[config.mk]
export PLATFORM = sky130hd
export DESIGN_NAME = hex_display_scanner
export DESIGN_NICKNAME = d
export VERILOG_FILES = /design/src/rtl/hex_display_scanner.sv
export SDC_FILE = /design/constraint.sdc
export NUM_CORES = 1
export LEC_CHECK = 0
export BUFFER_PORTS_ARGS = -buffer_cell sky130_fd_sc_hd__buf_2
export CORE_ASPECT_RATIO = 1.25
export CORE_MARGIN = 2
export CORE_UTILIZATION = 54
export DETAILED_ROUTE_END_ITERATION = 8
export PLACE_DENSITY = 0.74
export SYNTH_ARGS = -nofsm -noshare
export SYNTH_HDL_FRONTEND = slang
export SYNTH_SLANG_ARGS = --single-unit
[constraint.sdc]
create_clock -name CLOCK_50 -period 3 [get_ports CLOCK_50]
set_input_delay 0.15 -clock CLOCK_50 [delete_from_list [all_inputs] [get_ports CLOCK_50]]
set_output_delay 0.15 -clock CLOCK_50 [all_outputs]
set_load 0.02 [all_outputs]
[src/rtl/hex_display_scanner.sv]
// Time-multiplexed hex display driver: scans NUM_DIGITS common-anode 7-segment digits
// with frame-synchronous value load, leading-zero blanking, per-digit blink and decimal points.
module hex_display_scanner #(
  parameter int unsigned NUM_DIGITS = 4,
  parameter int unsigned SCAN_DIV   = 50000,
  parameter int unsigned BLINK_DIV  = 12500000
) (
  input  logic                      CLOCK_50,
  input  logic                      RESET,
  input  logic [4*NUM_DIGITS-1:0]   VALUE,
  input  logic                      LOAD,
  input  logic                      LZ_EN,
  input  logic [NUM_DIGITS-1:0]     BLINK_MASK,
  input  logic [NUM_DIGITS-1:0]     DP,
  output logic [0:6]                SEG,
  output logic                      SEG_DP,
  output logic [NUM_DIGITS-1:0]     DIG,
  output logic                      FRAME,
  output logic                      LOAD_PEND
);

  localparam int unsigned VAL_W   = 4 * NUM_DIGITS;
  localparam int unsigned SCAN_W  = $clog2(SCAN_DIV);
  localparam int unsigned BLINK_W = $clog2(BLINK_DIV);
  localparam int unsigned IDX_W   = $clog2(NUM_DIGITS);

  localparam logic [SCAN_W-1:0]  SCAN_LAST  = SCAN_W'(SCAN_DIV - 1);
  localparam logic [BLINK_W-1:0] BLINK_LAST = BLINK_W'(BLINK_DIV - 1);
  localparam logic [IDX_W-1:0]   IDX_LAST   = IDX_W'(NUM_DIGITS - 1);
  localparam logic [6:0]         SEG_BLANK  = 7'b1111111;

  logic [SCAN_W-1:0]     r_scan_cnt;
  logic [IDX_W-1:0]      r_idx;
  logic [BLINK_W-1:0]    r_blink_cnt;
  logic                  r_blink_on;
  logic [VAL_W-1:0]      r_pend;
  logic [VAL_W-1:0]      r_disp;
  logic                  r_load_pend;
  logic [0:6]            r_seg;
  logic                  r_seg_dp;
  logic [NUM_DIGITS-1:0] r_dig;

  logic                  w_tick;
  logic                  w_frame;
  logic [3:0]            w_nib;
  logic                  w_lz_blank;
  logic                  w_blink_bit;
  logic                  w_dp_bit;
  logic                  w_blink_off;

  // Active-low a..g pattern, bit 6 = segment a.
  function automatic logic [6:0] f_decode(input logic [3:0] nib);
    logic [6:0] seg;
    case (nib)
      4'h0:    seg = 7'b0000001;
      4'h1:    seg = 7'b1001111;
      4'h2:    seg = 7'b0010010;
      4'h3:    seg = 7'b0000110;
      4'h4:    seg = 7'b1001100;
      4'h5:    seg = 7'b0100100;
      4'h6:    seg = 7'b0100000;
      4'h7:    seg = 7'b0001111;
      4'h8:    seg = 7'b0000000;
      4'h9:    seg = 7'b0000100;
      4'hA:    seg = 7'b0001000;
      4'hB:    seg = 7'b1100000;
      4'hC:    seg = 7'b0110001;
      4'hD:    seg = 7'b1000010;
      4'hE:    seg = 7'b0110000;
      default: seg = 7'b0111000;
    endcase
    return seg;
  endfunction

  assign w_tick  = (r_scan_cnt == SCAN_LAST);
  assign w_frame = w_tick && (r_idx == IDX_LAST);

  // Digit dwell counter and scan index.
  always_ff @(posedge CLOCK_50 or posedge RESET) begin
    if (RESET) begin
      r_scan_cnt <= '0;
      r_idx      <= '0;
    end else if (w_tick) begin
      r_scan_cnt <= '0;
      r_idx      <= (r_idx == IDX_LAST) ? '0 : r_idx + IDX_W'(1);
    end else begin
      r_scan_cnt <= r_scan_cnt + SCAN_W'(1);
    end
  end

  // Free-running blink half-period counter; phase starts ON.
  always_ff @(posedge CLOCK_50 or posedge RESET) begin
    if (RESET) begin
      r_blink_cnt <= '0;
      r_blink_on  <= 1'b1;
    end else if (r_blink_cnt == BLINK_LAST) begin
      r_blink_cnt <= '0;
      r_blink_on  <= ~r_blink_on;
    end else begin
      r_blink_cnt <= r_blink_cnt + BLINK_W'(1);
    end
  end

  // Double buffer: a load landing on the frame cycle still promotes the older pending value.
  always_ff @(posedge CLOCK_50 or posedge RESET) begin
    if (RESET) begin
      r_pend      <= '0;
      r_disp      <= '0;
      r_load_pend <= 1'b0;
    end else begin
      if (w_frame && r_load_pend) begin
        r_disp <= r_pend;
      end
      if (LOAD) begin
        r_pend      <= VALUE;
        r_load_pend <= 1'b1;
      end else if (w_frame) begin
        r_load_pend <= 1'b0;
      end
    end
  end

  // Select the current digit and work out whether every digit from it upward is zero.
  always_comb begin
    logic zero_above;
    zero_above  = 1'b1;
    w_nib       = 4'h0;
    w_lz_blank  = 1'b0;
    w_blink_bit = 1'b0;
    w_dp_bit    = 1'b0;
    for (int i = NUM_DIGITS - 1; i >= 0; i--) begin
      zero_above = zero_above && (r_disp[4*i +: 4] == 4'h0);
      if (r_idx == IDX_W'(i)) begin
        w_nib       = r_disp[4*i +: 4];
        w_lz_blank  = LZ_EN && zero_above && (i != 0);
        w_blink_bit = BLINK_MASK[i];
        w_dp_bit    = DP[i];
      end
    end
  end

  assign w_blink_off = ~r_blink_on & w_blink_bit;

  // Pin drivers, one cycle behind the scan index.
  always_ff @(posedge CLOCK_50 or posedge RESET) begin
    if (RESET) begin
      r_seg    <= SEG_BLANK;
      r_seg_dp <= 1'b1;
      r_dig    <= '1;
    end else begin
      r_seg    <= (w_lz_blank || w_blink_off) ? SEG_BLANK : f_decode(w_nib);
      r_seg_dp <= w_blink_off | ~w_dp_bit;
      r_dig    <= ~(NUM_DIGITS'(1) << r_idx);
    end
  end

  assign SEG       = r_seg;
  assign SEG_DP    = r_seg_dp;
  assign DIG       = r_dig;
  assign FRAME     = w_frame;
  assign LOAD_PEND = r_load_pend;

endmodule

* Word-level counts from Yosys, hierarchy flattened
Memories as Yosys holds them, arrays and structs flattened.
Cells that the tools add are included.
** Cells by class
- Add/subtract/negate cells :: 3
- Equality and inequality tests :: 5
- Shifts and indexed selects :: 1
- Mux-type cells :: 22
- Bitwise gates (word level) :: 5
- Reductions and logical operators :: 13
** Operator list (number)
- $add 24x1->24 const B :: 1
- $eq 24x24->1 const B :: 1
- $mux 24 :: 1
- $add 16x1->16 const B :: 1
- $eq 16x16->1 const B :: 1
- $mux 16 :: 1
- $mux 4 :: 4
- $mux 1 :: 14
- $logic_not 4->1 :: 3
- $logic_and 1x1->1 :: 7
- $mux 7 :: 1
- $eq 2x2->1 const B :: 2
- $not 4->4 :: 1
- $shl 1x2->4 const A :: 1
- $add 2x1->2 const B :: 1
- $eq 2x1->1 const B :: 1
- $logic_not 2->1 :: 1
- $mux 2 :: 1
- $not 1->1 :: 2
- $reduce_bool 2->1 :: 1
- $and 1x1->1 :: 1
- $logic_or 1x1->1 :: 1
- $or 1x1->1 :: 1
** Word-level totals
- Register bits :: 88
- Bits in read-only memories :: 112
- Input port bits :: 28
- Output and inout bits :: 14
- Logic and storage cells :: 60
- Memories kept :: 1
** Memory list
- (name not given) :: words 16, width 7, rd ports 1, clocked after memory_dff 0, write ports 0, RTL line 54 : case (nib)

* Longest topological paths before layout
- Word-level depth :: 8
- Mapped depth :: 11
- Gate-level depth less buffers :: 10

* Least setup slack after synthesis
OpenSTA, ideal clock, no wires.
- Kind :: reg2reg
- Start point :: reg r_idx[0]
- End point :: reg r_seg, in the netlist SEG[6]
- Library setup time :: 0.096 ns
- Arrival :: 2.165 ns
- Data required time :: 2.904 ns
- Path slack :: 0.739 ns
- Cell stages (with the launch flop) :: 12
- Buffers on the path :: 1
- Clock period less this slack :: 2.261 ns
- Path through :: dfrtp_1 > inv_1 > ha_1 > buf_2 > inv_1 > o22ai_1 > a31oi_1 > inv_1 > ha_1 > mux2_2 > a22oi_1 > nand2_1
** Between the ends
- Cells in the longest elaborated chain, start to end :: 8
- Elaborated cells on any way between the ends :: 20
- Classes of those cells :: 3 x eq/ne; 13 x mux; 1 x bitwise; 2 x reduce/logical; 1 x memory
** Ends and longest elaborated chain
- start: declaration :: RTL line 33 : logic [IDX_W-1:0] r_idx;
- start signal: assignment :: RTL line 85 : r_idx <= (r_idx == IDX_LAST) ? '0 : r_idx + IDX_W'(1);
- branches (longest 7 deep; another with $mem_v2 16x7)
- $mux 7 * :: RTL line 151 : r_seg <= (w_lz_blank || w_blink_off) ? SEG_BLANK : f_decode(w_nib);
- end signal: assignment :: RTL line 151
- end: declaration :: RTL line 39 : logic [0:6] r_seg;
Every way passes the cells marked *.
A chain may end at the register's enable or synchronous reset.

* Worst setup path in the final report
Same ends and word-level chain as after synthesis.

==> metrics.md <==
| Metric | Value |
|---|---|
| DR pass1 iterations | 4 |
| Status | completed |
| GRT Resource Usage Total | approximately a fifth |
| Post-synth EDFFs | 0 |
| RSZ-0062 raised after global routing | no |
| Min Tclk post-route | approximately 2.7 ns |
| CP Launch Type | register |
| Synth cell types | 54 |
| CP max-delay cell | a31oi_1 |
| Final hold slack | between 0.01 and 0.015 ns |
| Final hold violation count | 0 |
| CTS tree | done |
| Pin count of the biggest net entering global routing | between 50 and 60 |
| Critical path endpoint category | register |
| WS Path Type | reg -> reg |
| Clock share of power | ~38% |
| Seq cells post-synth | 88 |
| Pins Over Slew Limit | 0 |
| Post-Place Worst Slack | between 0.3 and 0.4 ns |
| Slowest stage delay, CP | approximately 0.45 ns |
| Vias/cell | between 5 and 6 |
| Syn nets | approximately 400 |
| Residual DRC | 0 |
| Clock tree buffer depth | 2 |
| CP bufs+invs | 2 |
| CTS Buf Count | 9 |
| Crit path max fanout | 12 |
| Fraction of power consumed by combinational cells | under 10% |
| Worst-margin pin slew | slightly above 0.7 ns |
| Cts-stage hold buffer count | 9 |
| Sw Share | ~25% |
| Hold/Removal Path Class | in -> reg |
| Switch Pwr | about 540 uW |
| Post-CTS setup buffer count | 0 |
| Register area share after synthesis | between 50% and 60% |
| # resized after CTS | 0 |
| Most used DFF post-synth | dfrtp_1 |
| Post-Syn Area per Cell | ~11 um2 |
| Initial antenna violation count | 0 |
| Global placement routability congestion | around 0.9 |
| First-pass GRT wire length | approximately 13000 um |
| Most frequent cells in the layout | dfrtp_1, buf_2, mux2_2 |
| Cells after Synth | about 360 |
| Num rows | 35 |
| Die ar. | around 0.0085 mm2 |
| Clock Skew | between 0.015 and 0.02 ns |
| Root Driver | clkbuf_8 |
| WP data arrival | around 3 ns |
| Setup tns final | 0 ns |
| Area delta synth->final | 13.9% |
| Final setup margin | 0.292 ns |
| Routed wire length | 7610 um |
| Initial drt markers | 190 |
| Final Setup Violations | 0 |
| Vias post-DR | ~2900 |
| Sequential power share | a little under 60% |
| Core area | between 0.007 and 0.008 mm2 |
| FILL cells | just under 600 |
| Critical path's top delay family | compound AO/OA/AOI/OAI gates |
| GR Overflow Total | 0 |
| HPWL after DPL | 5470 um |
| CP required | around 3.3 ns |
| Layout cell share with drive strength beyond 1 | between 20 and 30% |
| Worst slew margin | about half |
| H-tree depth | 3 |
| Worst-skew pair later-pin latency | 0.37 ns |
| PwrDens | ~450 mW/mm2 |
| Commonest non-fill, non-tap cell in the layout | dfrtp_1 |
| Vias in the first global route | around 2900 |
| Horiz. Die Dim | ~83 um |
| PortBufs | a little over 40 |
| Final ANT Viol Nets | 0 |
| Post-layout util | approximately 64% |
| Nets | roughly 460 |
| P_int | 1.59 mW |
| WL/cell | ~15 um |
| Pleak | about 2.2 nW |
| Multi-input logic area | around 0.0018 mm2 |
| Ant diodes | 0 |
| CTS Sinks | approximately 90 |
| Critical Path, Cell by Cell | inv_1 > ha_1 > nor2b_1 > a22oi_1 > a31oi_1 > inv_1 > ha_1 > mux2_2 > a22oi_1 > nand2_1 |
| Post-synthesis cell area | 0.00418 mm2 |
| Max Cap Viol | 0 |
| Clock slew at reported path FFs | 0.10 ns |
| Synthesis warning total | 0 |
| Final Cycle Share | around 90% |
| Peak supply drop | roughly 0.26 mV |
| Max Fclk | between 300 and 400 MHz |
| Ports | 42 |
| Die height | 102 um |
| Post-synth ARST share | between 90% and 100% |
| Register Area | between 0.002 and 0.0025 mm2 |
| Initial Utilization | 56.2% |
-- stage by stage --
step	std cells	power (mW)	instance area [um2]
final	513	2.13	4760
after floorplan	364	1.30	4180
after CTS	513	2.16	4760
after detailed placement	488	1.34	4480
after global placement	488	1.34	4480
after global routing	513	2.22	4760
-- synth_stat cells, types with 4 or more instances --
| library cell | count | share of area, % |
|---|---|---|
| nor2_1 | 29 | 2.6 |
| and3_1 | 5 | 0.75 |
| nand3_1 | 19 | 2.3 |
| dfstp_2 | 13 | 8.2 |
| o21ai_0 | 7 | 0.84 |
| xnor2_1 | 13 | 2.7 |
| nor3_1 | 7 | 0.84 |
| mux2_2 | 36 | 9.7 |
| dfrtp_1 | 75 | 45 |
| xor2_1 | 19 | 4.0 |
| a211oi_1 | 4 | 0.72 |
| ha_1 | 12 | 3.6 |
| nand2b_1 | 4 | 0.60 |
| nand2_1 | 21 | 1.9 |
| nor2b_1 | 5 | 0.75 |
| buf_2 | 9 | 1.1 |
| inv_1 | 17 | 1.5 |
| a21oi_1 | 5 | 0.60 |
| mux2i_1 | 4 | 0.96 |
| nand4_1 | 4 | 0.60 |
-- layer usage --
layer / up-vias / part of all wire (%) / global-route usage [%]
met3: 13 / 3.7 / 4.59
met1: 1422 / 43 / 24.0
li1: 1373 / - / -
met2: 46 / 52 / 34.6
met5: - / 0 / 0
met4: 0 / 1.8 / 8.70
-- area by class of cell --
cell class	instances	share of cell area, %
Inverter	17	1.37
Timing Repair Buffer	55	7.25
Clock inverter	7	1.44
Multi-Input combinational cell	245	38.4
Tap cell	92	2.42
Sequential cell	88	46.6
Clock buffer	9	2.60
-- flip-flops by register name, indices dropped and copies added (netlist names) --
name,count
DIG,4
LOAD_PEND,1
r_scan_cnt,16
r_blink_on,1
r_idx,2
r_blink_cnt,24
r_pend,16
SEG,7
SEG_DP,1
r_disp,16
-- final timing paths --
| check | start | endpoint | slack, ns | cells past startpoint |
|---|---|---|---|---|
| min in group asynchronous | RESET | r_blink_cnt[9] | 0.40 | 3 |
| max reg2reg | r_idx[0] | SEG[6] | 0.29 | 10 |
| min | VALUE[9] | r_pend[9] | 0.01 | 2 |
| max | r_idx[0] | SEG[6] | 0.29 | 10 |
| max in group asynchronous | RESET | DIG[3] | 1.87 | 4 |
| min reg2reg | r_scan_cnt[0] | r_scan_cnt[0] | 0.47 | 1 |
-- cell families after synthesis --
| family | Yosys count | synth area share (%) |
|---|---|---|
| and+or+nand+nor | 126 | 16.9 |
| DFF | 88 | 53.1 |
| muxes | 41 | 10.9 |
| AOI/OAI and AO/OA | 34 | 5.54 |
| xor gates and xnor gates | 32 | 6.70 |
| buffers and inverters | 31 | 3.23 |
| adders and majority gates | 12 | 3.59 |
-- power groups by stage --
stage / sequential, mW / combinational [mW] / clock (mW)
floorplan: 1.25 / 0.0482 / 0
global placement: 1.25 / 0.0896 / 0
detailed placement: 1.25 / 0.0928 / 0
CTS: 1.23 / 0.102 / 0.829
global route: 1.23 / 0.111 / 0.876
finish: 1.23 / 0.0990 / 0.801
-- worst register-to-register path: stages, from the launching register on --
cell and delay [ns]:
dfrtp_1 0.39, inv_1 0.09, ha_1 0.34, nor2b_1 0.30
a22oi_1 0.12, a31oi_1 0.45, inv_1 0.20, ha_1 0.27
mux2_2 0.27, a22oi_1 0.14, nand2_1 0.07
Note: power is estimated with default switching activity, not from simulation.
